[src/rtl/hazard_ctrl_pkg.sv]
// hazard_ctrl_pkg: shared stage-shadow types and forwarding-select encodings for the hazard controller
package hazard_ctrl_pkg;
   localparam int RAW = 5;
   localparam logic [1:0] FWD_REG = 2'b00;
   localparam logic [1:0] FWD_MEM = 2'b01;
   localparam logic [1:0] FWD_WB  = 2'b10;
   typedef struct packed {
      logic           valid;
      logic [RAW-1:0] rd;
      logic           wren;
      logic           is_load;
   } stage_info_t;
   typedef struct packed {
      stage_info_t    s;
      logic [RAW-1:0] rs1;
      logic           rs1_used;
      logic [RAW-1:0] rs2;
      logic           rs2_used;
   } ex_info_t;
endpackage

[src/rtl/hazard_ctrl_fwd_sel.sv]
// hazard_ctrl_fwd_sel: per-operand forwarding select, MEM wins over WB, x0 never forwarded
module hazard_ctrl_fwd_sel
   import hazard_ctrl_pkg::*;
(
   input  logic [RAW-1:0] rs,
   input  logic           used,
   input  stage_info_t    mem_q,
   input  stage_info_t    wb_q,
   output logic [1:0]     sel
);
   logic unused_ok;
   assign unused_ok = mem_q.is_load ^ wb_q.is_load;
   always_comb
      sel = (!used || rs == '0) ? FWD_REG :
            (mem_q.valid && mem_q.wren && mem_q.rd == rs) ? FWD_MEM :
            (wb_q.valid && wb_q.wren && wb_q.rd == rs) ? FWD_WB : FWD_REG;
endmodule

[src/rtl/hazard_ctrl.sv]
// hazard_ctrl: stall/flush/forwarding control for the 5-stage core with saturating event counters
module hazard_ctrl
   import hazard_ctrl_pkg::*;
#(
   parameter int REG_AW = RAW,
   parameter int CNT_W  = 32
) (
   input  logic              clk_i,
   input  logic              rst_i,
   input  logic              id_valid_i,
   input  logic [REG_AW-1:0] id_rs1_i,
   input  logic [REG_AW-1:0] id_rs2_i,
   input  logic              id_rs1_used_i,
   input  logic              id_rs2_used_i,
   input  logic [REG_AW-1:0] id_rd_i,
   input  logic              id_rd_wren_i,
   input  logic              id_is_load_i,
   input  logic              ex_redirect_i,
   input  logic              mem_stall_i,
   output logic              stall_if_o,
   output logic              stall_id_o,
   output logic              stall_ex_o,
   output logic              stall_mem_o,
   output logic              flush_id_o,
   output logic              flush_ex_o,
   output logic [1:0]        fwd_a_sel_o,
   output logic [1:0]        fwd_b_sel_o,
   output logic [CNT_W-1:0]  loaduse_cnt_o,
   output logic [CNT_W-1:0]  flush_cnt_o
);
   ex_info_t    ex_q, ex_d;
   stage_info_t mem_q, wb_q;
   logic        redir_pend_q, redir, hz, lu;
   always_comb begin
      redir = !mem_stall_i && (ex_redirect_i || redir_pend_q);
      hz    = id_valid_i && ex_q.s.valid && ex_q.s.is_load && ex_q.s.rd != '0 &&
              ((id_rs1_used_i && id_rs1_i == ex_q.s.rd) || (id_rs2_used_i && id_rs2_i == ex_q.s.rd));
      lu    = !mem_stall_i && !redir && hz;
      ex_d  = (redir || lu) ? '0 : {id_valid_i, id_rd_i, id_rd_wren_i, id_is_load_i,
                                    id_rs1_i, id_rs1_used_i, id_rs2_i, id_rs2_used_i};
   end
   assign stall_if_o  = mem_stall_i || lu;
   assign stall_id_o  = mem_stall_i || lu;
   assign stall_ex_o  = mem_stall_i;
   assign stall_mem_o = mem_stall_i;
   assign flush_id_o  = redir;
   assign flush_ex_o  = redir || lu;
   hazard_ctrl_fwd_sel u_fwd_a (
      .rs(ex_q.rs1), .used(ex_q.s.valid && ex_q.rs1_used), .mem_q(mem_q), .wb_q(wb_q), .sel(fwd_a_sel_o)
   );
   hazard_ctrl_fwd_sel u_fwd_b (
      .rs(ex_q.rs2), .used(ex_q.s.valid && ex_q.rs2_used), .mem_q(mem_q), .wb_q(wb_q), .sel(fwd_b_sel_o)
   );
   // a redirect seen while frozen is remembered and taken once the freeze lifts
   always_ff @(posedge clk_i) begin
      if (rst_i) begin
         ex_q          <= '0;
         mem_q         <= '0;
         wb_q          <= '0;
         redir_pend_q  <= 1'b0;
         loaduse_cnt_o <= '0;
         flush_cnt_o   <= '0;
      end else if (mem_stall_i) begin
         redir_pend_q  <= redir_pend_q || ex_redirect_i;
      end else begin
         ex_q          <= ex_d;
         mem_q         <= ex_q.s;
         wb_q          <= mem_q;
         redir_pend_q  <= 1'b0;
         flush_cnt_o   <= flush_cnt_o + CNT_W'(redir && !(&flush_cnt_o));
         loaduse_cnt_o <= loaduse_cnt_o + CNT_W'(lu && !(&loaduse_cnt_o));
      end
   end
   a_no_mem_load_fwd: assert property (@(posedge clk_i) disable iff (rst_i)
      !(mem_q.valid && mem_q.is_load && ex_q.s.valid &&
        ((ex_q.rs1_used && ex_q.rs1 != '0 && ex_q.rs1 == mem_q.rd) ||
         (ex_q.rs2_used && ex_q.rs2 != '0 && ex_q.rs2 == mem_q.rd))));
endmodule

[config.mk]
export PLATFORM = sky130hd
export DESIGN_NAME = hazard_ctrl
export DESIGN_NICKNAME = d
export VERILOG_FILES = /design/src/rtl/hazard_ctrl_pkg.sv /design/src/rtl/hazard_ctrl_fwd_sel.sv /design/src/rtl/hazard_ctrl.sv
export SDC_FILE = /design/constraint.sdc
export NUM_CORES = 1
export LEC_CHECK = 0
export CAP_MARGIN = 20
export CORE_MARGIN = 2
export CORE_UTILIZATION = 47
export DETAILED_ROUTE_END_ITERATION = 8
export PLACE_DENSITY = 0.81
export SLEW_MARGIN = 0
export SYNTH_ARGS = -nofsm -noshare
export SYNTH_HDL_FRONTEND = slang
export SYNTH_SLANG_ARGS = --single-unit
[constraint.sdc]
create_clock -name clk_i -period 2.9 [get_ports clk_i]
set_input_delay 0.435 -clock clk_i [delete_from_list [all_inputs] [get_ports clk_i]]
set_output_delay 0.435 -clock clk_i [all_outputs]
set_load 0.01 [all_outputs]
**Word-level counts from Yosys, hierarchy flattened**

Index checks and enable logic that the tools add are counted.

- Register bits after elaboration: 99
- Bits of input ports: 24
- Bits in latches: 0
- Word-level logic and storage cells: 70
- Output and inout bits: 74
- Memory bits (writable): 0
- ROM bits: 0
- Memories kept: 0

- Bitwise gates (word level): 1
- Shift operators: 0
- $lt $le $gt $ge: 0
- Multiplexer cells: 7
- Multipliers: 0
- Equal/unequal tests: 6
- $add $sub $neg: 2
- Div/mod/pow operators: 0
- Reduce and logical (&&, ||, !) cells: 37

Operators with widths:

| kind | count |
|---|---|
| 32-bit by 1-bit adder with 32-bit output | 2 |
| 32-bit AND reduction | 2 |
| 5-bit == test | 6 |
| 20-bit 2-to-1 mux | 1 |
| 1-bit logical AND | 19 |
| 2-bit 2-to-1 mux | 6 |
| 5-bit zero test | 2 |
| 1-bit zero test | 6 |
| 1-bit logical OR | 6 |
| 5-bit nonzero test | 1 |
| 2-bit OR reduction | 1 |
| 1-bit NOT | 1 |

**Depth between registers and ports, before layout**

- Depth in word-level cells: 7
- Gate-level depth with buffers: 13
- Gate-level depth less buffers: 10

**By module**

Synthesis repeated with hierarchy kept, for this count alone.

- Cells, all modules: 502
- Area total of the unflattened synthesis: 4575.6 um2

Modules (own cells, without submodules):

| module | area an instance (um2) | sequential area each (um2) | instances | cells an instance |
|---|---|---|---|---|
| hazard_ctrl | 4295.4 | 2021.9 | 1 | 466 |
| hazard_ctrl_fwd_sel | 140.1 | 0.0 | 2 | 18 |

**Worst setup path after synthesis**

No wires, ideal clock.

- Path type: input-to-reg
- Start point: in mem_stall_i
- End point: reg loaduse_cnt_o[14]
- Arrival time: 2.953 ns
- Setup slack: -0.124 ns
- Stages: 13
- Setup time: 0.070 ns
- Data required time: 2.830 ns
- Buffers on the path: 4
- Cell sequence: clkbuf_1 > and4b_1 > o211ai_1 > clkbuf_1 > nor3_1 > ha_1 > ha_1 > and4b_1 > clkbuf_1 > nand4_1 > clkbuf_1 > or3_1 > a21oi_1

- Cells in the longest elaborated chain, start to end: 7

RTL lines:

| element | line | RTL |
|---|---|---|
| start, declared | hazard_ctrl.sv:19 | `input logic mem_stall_i,` |
| 1-bit zero test | hazard_ctrl.sv:35, hazard_ctrl.sv:38 |  |
| 1-bit logical AND | hazard_ctrl.sv:35 | `redir = !mem_stall_i && (ex_redirect_i \|\| redir_pend_q);` |
| 1-bit zero test | hazard_ctrl.sv:38 | `lu = !mem_stall_i && !redir && hz;` |
| 1-bit logical AND (2 in a row) | hazard_ctrl.sv:38 |  |
| 1-bit logical AND | hazard_ctrl.sv:71 | `loaduse_cnt_o <= loaduse_cnt_o + CNT_W'(lu && !(&loaduse_cnt_o));` |
| 32-bit by 1-bit adder with 32-bit output | hazard_ctrl.sv:71 |  |
| end signal, assigned | hazard_ctrl.sv:71 |  |
| end, declared | hazard_ctrl.sv:28 | `output logic [CNT_W-1:0] loaduse_cnt_o,` |

Parallel ways exist; a longest one is shown, timed or not.
A chain may end at the register's enable or synchronous reset.

**Worst setup path after layout**

- Start point: reg ex_q[16] (netlist bit)
- End point: reg loaduse_cnt_o[16]

- Cells in the longest elaborated chain, start to end: 7
- Elaborated cells on any way between the ends: 11
- Those cells by class: 1 x add/sub; 2 x eq/ne; 8 x reduce/logical

RTL lines:

| element | line | RTL |
|---|---|---|
| start, declared | hazard_ctrl.sv:31 | `ex_info_t ex_q, ex_d;` |
| start signal, assigned | hazard_ctrl.sv:57 | `ex_q <= '0;` |
| start signal, assigned | hazard_ctrl.sv:66 | `ex_q <= ex_d;` |
| 5-bit == test | hazard_ctrl.sv:37 | `((id_rs1_used_i && id_rs1_i == ex_q.s.rd) \|\| (id_rs2_used_i && id_rs2_i == ex_q.s.rd));` |
| 1-bit logical AND | hazard_ctrl.sv:37 |  |
| 1-bit logical OR | hazard_ctrl.sv:37 |  |
| 1-bit logical AND * | hazard_ctrl.sv:36 | `hz = id_valid_i && ex_q.s.valid && ex_q.s.is_load && ex_q.s.rd != '0 &&` |
| 1-bit logical AND * | hazard_ctrl.sv:38 |  |
| 1-bit logical AND * | hazard_ctrl.sv:71 |  |
| 32-bit by 1-bit adder with 32-bit output * | hazard_ctrl.sv:71 |  |

Every way passes the cells marked *; elsewhere a longest branch is shown, timed or not.

==> impl_metrics.csv <==
group,metric,value,unit
route,drt-pass1-iter-count,4,
route,wl,13300,um
critical_path,cpMaxStageDelayCell,"dfxtp_2",
route,postRouteAntennaNets,0,
placed_design,globalplace.congestion,0.876,
synthesis,synth_cell_types,37,
layout,drive_gt1_share,14.8,%
power,p_leak,2.38,nW
timing,rsz0062_at_grt,"yes",
timing,fin_ws,68.7,ps
global_route,grt.overflow.total,0,
timing,relSlewSlack,56.3,%
die,num_rows,37,
global_route,antenna_found_initial,0,
critical_path,crit_buf_inv,2,
layout,stdcell_count,830,
worst_hold_path,hold_path_class,"primary input to register",
die,die-area,0.0112,mm^2
synthesis,synthCells,563,
critical_path,cpLargestDelayFamily,"simple AND/OR/NAND/NOR gates",
timing,drv_slew,0,
clock_network,clkTransAtPathRegs,90,ps
die,ios,98,
placed_design,io_buffers,97,
clock_network,cts_buffer_depth,2,
timing,worstMarginPinSlew,655,ps
clock_network,clock-sinks,99,
route,drt_iter0_markers,206,
global_route,grt_pass1_vias,4587,
global_route,grt_max_degree,54,
clock_network,cts_tree,"built",
critical_path,crit_path_end_kind,"register",
synthesis,seq_area_frac_synth,40.7,%
layout,final_cell_mix,"dfxtp_1 (93), clkdlybuf4s50_1 (81), buf_4 (52), nor2_1 (44), nand2_1 (42)",
placed_design,pre_cts_ws,-391,ps
power,ir_worst_vdd,0.278,mV
die,die_w,106,um
global_route,grt_pass1_wl,21600,um
route,drc_errors,0,
timing,holdWs,402,ps
placed_design,dp_hpwl,9610,um
power,p_per_area,384,mW/mm^2
timing,fmax,353,MHz
critical_path,crit_arrival,3120,ps
timing,skew,15.7,ps
layout,area_growth,35.4,%
synthesis,syn_nets,591,
synthesis,syn_area,0.00487,mm^2
layout,n_antenna_cell,0,
global_route,grt_use_total,23.4,%
layout,final_core_util,64.7,%
layout,fin_nets,718,
timing,setup_violations,0,
synthesis,synthArstFlopShare,0,%
critical_path,cp-start-kind,"register",
route,vias_per_cell,5.85,
critical_path,worst-setup-path-type,"register to register",
timing,finalHoldViolCount,0,
route,wl_per_cell,16.0,um
die,die_h,106,um
die,initial_core_util,47.8,%
route,vias,4854,
run_status,status,"finished clean",
placed_design,placed_area,0.00624,mm^2
clock_network,cts_buffers,9,
placed_design,placedCellCount,809,
synthesis,synth_warnings,0,
critical_path,crit_required,3190,ps
timing,period_needed,2830,ps
synthesis,synth_edf_count,0,
clock_network,root_buffer,"clkbuf_8",
synthesis,synth-main-ff-cell,"dfxtp_1",
timing,finalCritPeriodShare,97.6,%
synthesis,ys_seq_elements,99,
critical_path,cp_cell_sequence,"xnor2_1, nand4_1, o22a_1, nor3_2, ha_2, ha_2, and4b_1, nand4_1, buf_6, buf_4, or3_1, a21oi_2",
layout,stdcell_area,0.00659,mm^2
layout,final_common_cell,"dfxtp_1",
clock_network,htreeDepth,3,
synthesis,syn_area_per_cell,8.65,um^2
power,power,2.53,mW
critical_path,slowest_delay,360,ps
timing,tns,0,ps
clock_network,worstSkewPairLatency,360,ps
flow_run,maxCapViolCount,0,
die,core_area,0.0102,mm^2
critical_path,critPathMaxFanout,6,
path summary, 6_finish.rpt:
path         cells after the start        start  slack [ps]                 to
max                             12     ex_q[16]          70  loaduse_cnt_o[16]
min                              3  id_rs1_i[2]         400            ex_q[9]
max reg2reg                     12     ex_q[16]          70  loaduse_cnt_o[16]
min reg2reg                      2     ex_q[12]         470           ex_q[12]
where the power goes:
group / switching, mW / internal, mW / total [mW]
combinational: 0.113 / 0.120 / 0.232
clock: 0.481 / 0.396 / 0.876
sequential: 0.0375 / 1.39 / 1.42
total: 0.631 / 1.90 / 2.53
cell usage after synthesis, drive strengths merged, types with 2 or more instances:
cell     n  area share [%]
o211ai   3            0.46
a32oi   20             3.6
nand2   43             3.3
nand3   21             2.2
and3     6            0.80
mux2i   18             3.7
o22ai    2            0.26
ha       4             1.0
and4b    5             1.0
xnor2   27             4.9
buf     11             1.3
nor2    45             3.5
nor3     9            0.93
inv      6            0.46
o21ai   34             3.5
clkbuf  27             2.1
mux2     4            0.93
and2     2            0.26
nor2b    6            0.77
xor2    23             4.1
or4b     2            0.49
or3     12             1.5
o31ai   22             3.4
nand4   28             3.6
a21oi   35             3.6
and4    11             2.0
dfxtp   99              41
or4     25             3.9
nor4    10             1.3
tightest hold or removal path: stages:
cell	delay, ps
dlymetal6s2s_1	160
nand2_1	60
o21ai_0	60
per-layer routing:
metal  GRT usage, %  wire length (um)  share of wire, %
met5              0                 0                 0
met3           4.64               628               4.7
met2           42.1              6710                51
met1           28.2              5660                43
met4           6.30               295               2.2
state kept, by name (all words and copies together), names as in the netlist:
name and flops:
ex_q 20, flush_cnt_o 32, loaduse_cnt_o 32, mem_q 7
redir_pend_q 1, wb_q 7
kinds of logic (layout without fill, tap and decap cells):
logic type,Yosys count,in the layout,synth area share (%)
muxes,22,22,4.63
buffers and inverters,44,175,3.83
adders and majority gates,4,4,1.03
DFF,99,99,40.7
xor gates and xnor gates,50,50,9.00
and+or+nand+nor,225,225,25.5
AOI/OAI and AO/OA,119,119,15.3
final cells by class:
type	instances	area, um^2
Clock inverter	6	67.6
Multi-Input combinational cell	420	2780
Inverter	6	22.5
Sequential cell	99	1990
Clock buffer	9	124
Fill cell	851	3590
Timing Repair Buffer	154	1430
Tap cell	136	170
what timing repair did:
item,4_1_cts,5_1_grt
endpoints found under the hold margin,0,0
cloned,1,1
pin swaps,1,15
resized for setup,7,34
buffers inserted,1,3
hold buffers,0,0
setup endpoints to repair,8,20
Power figures use the tool's default switching activity.
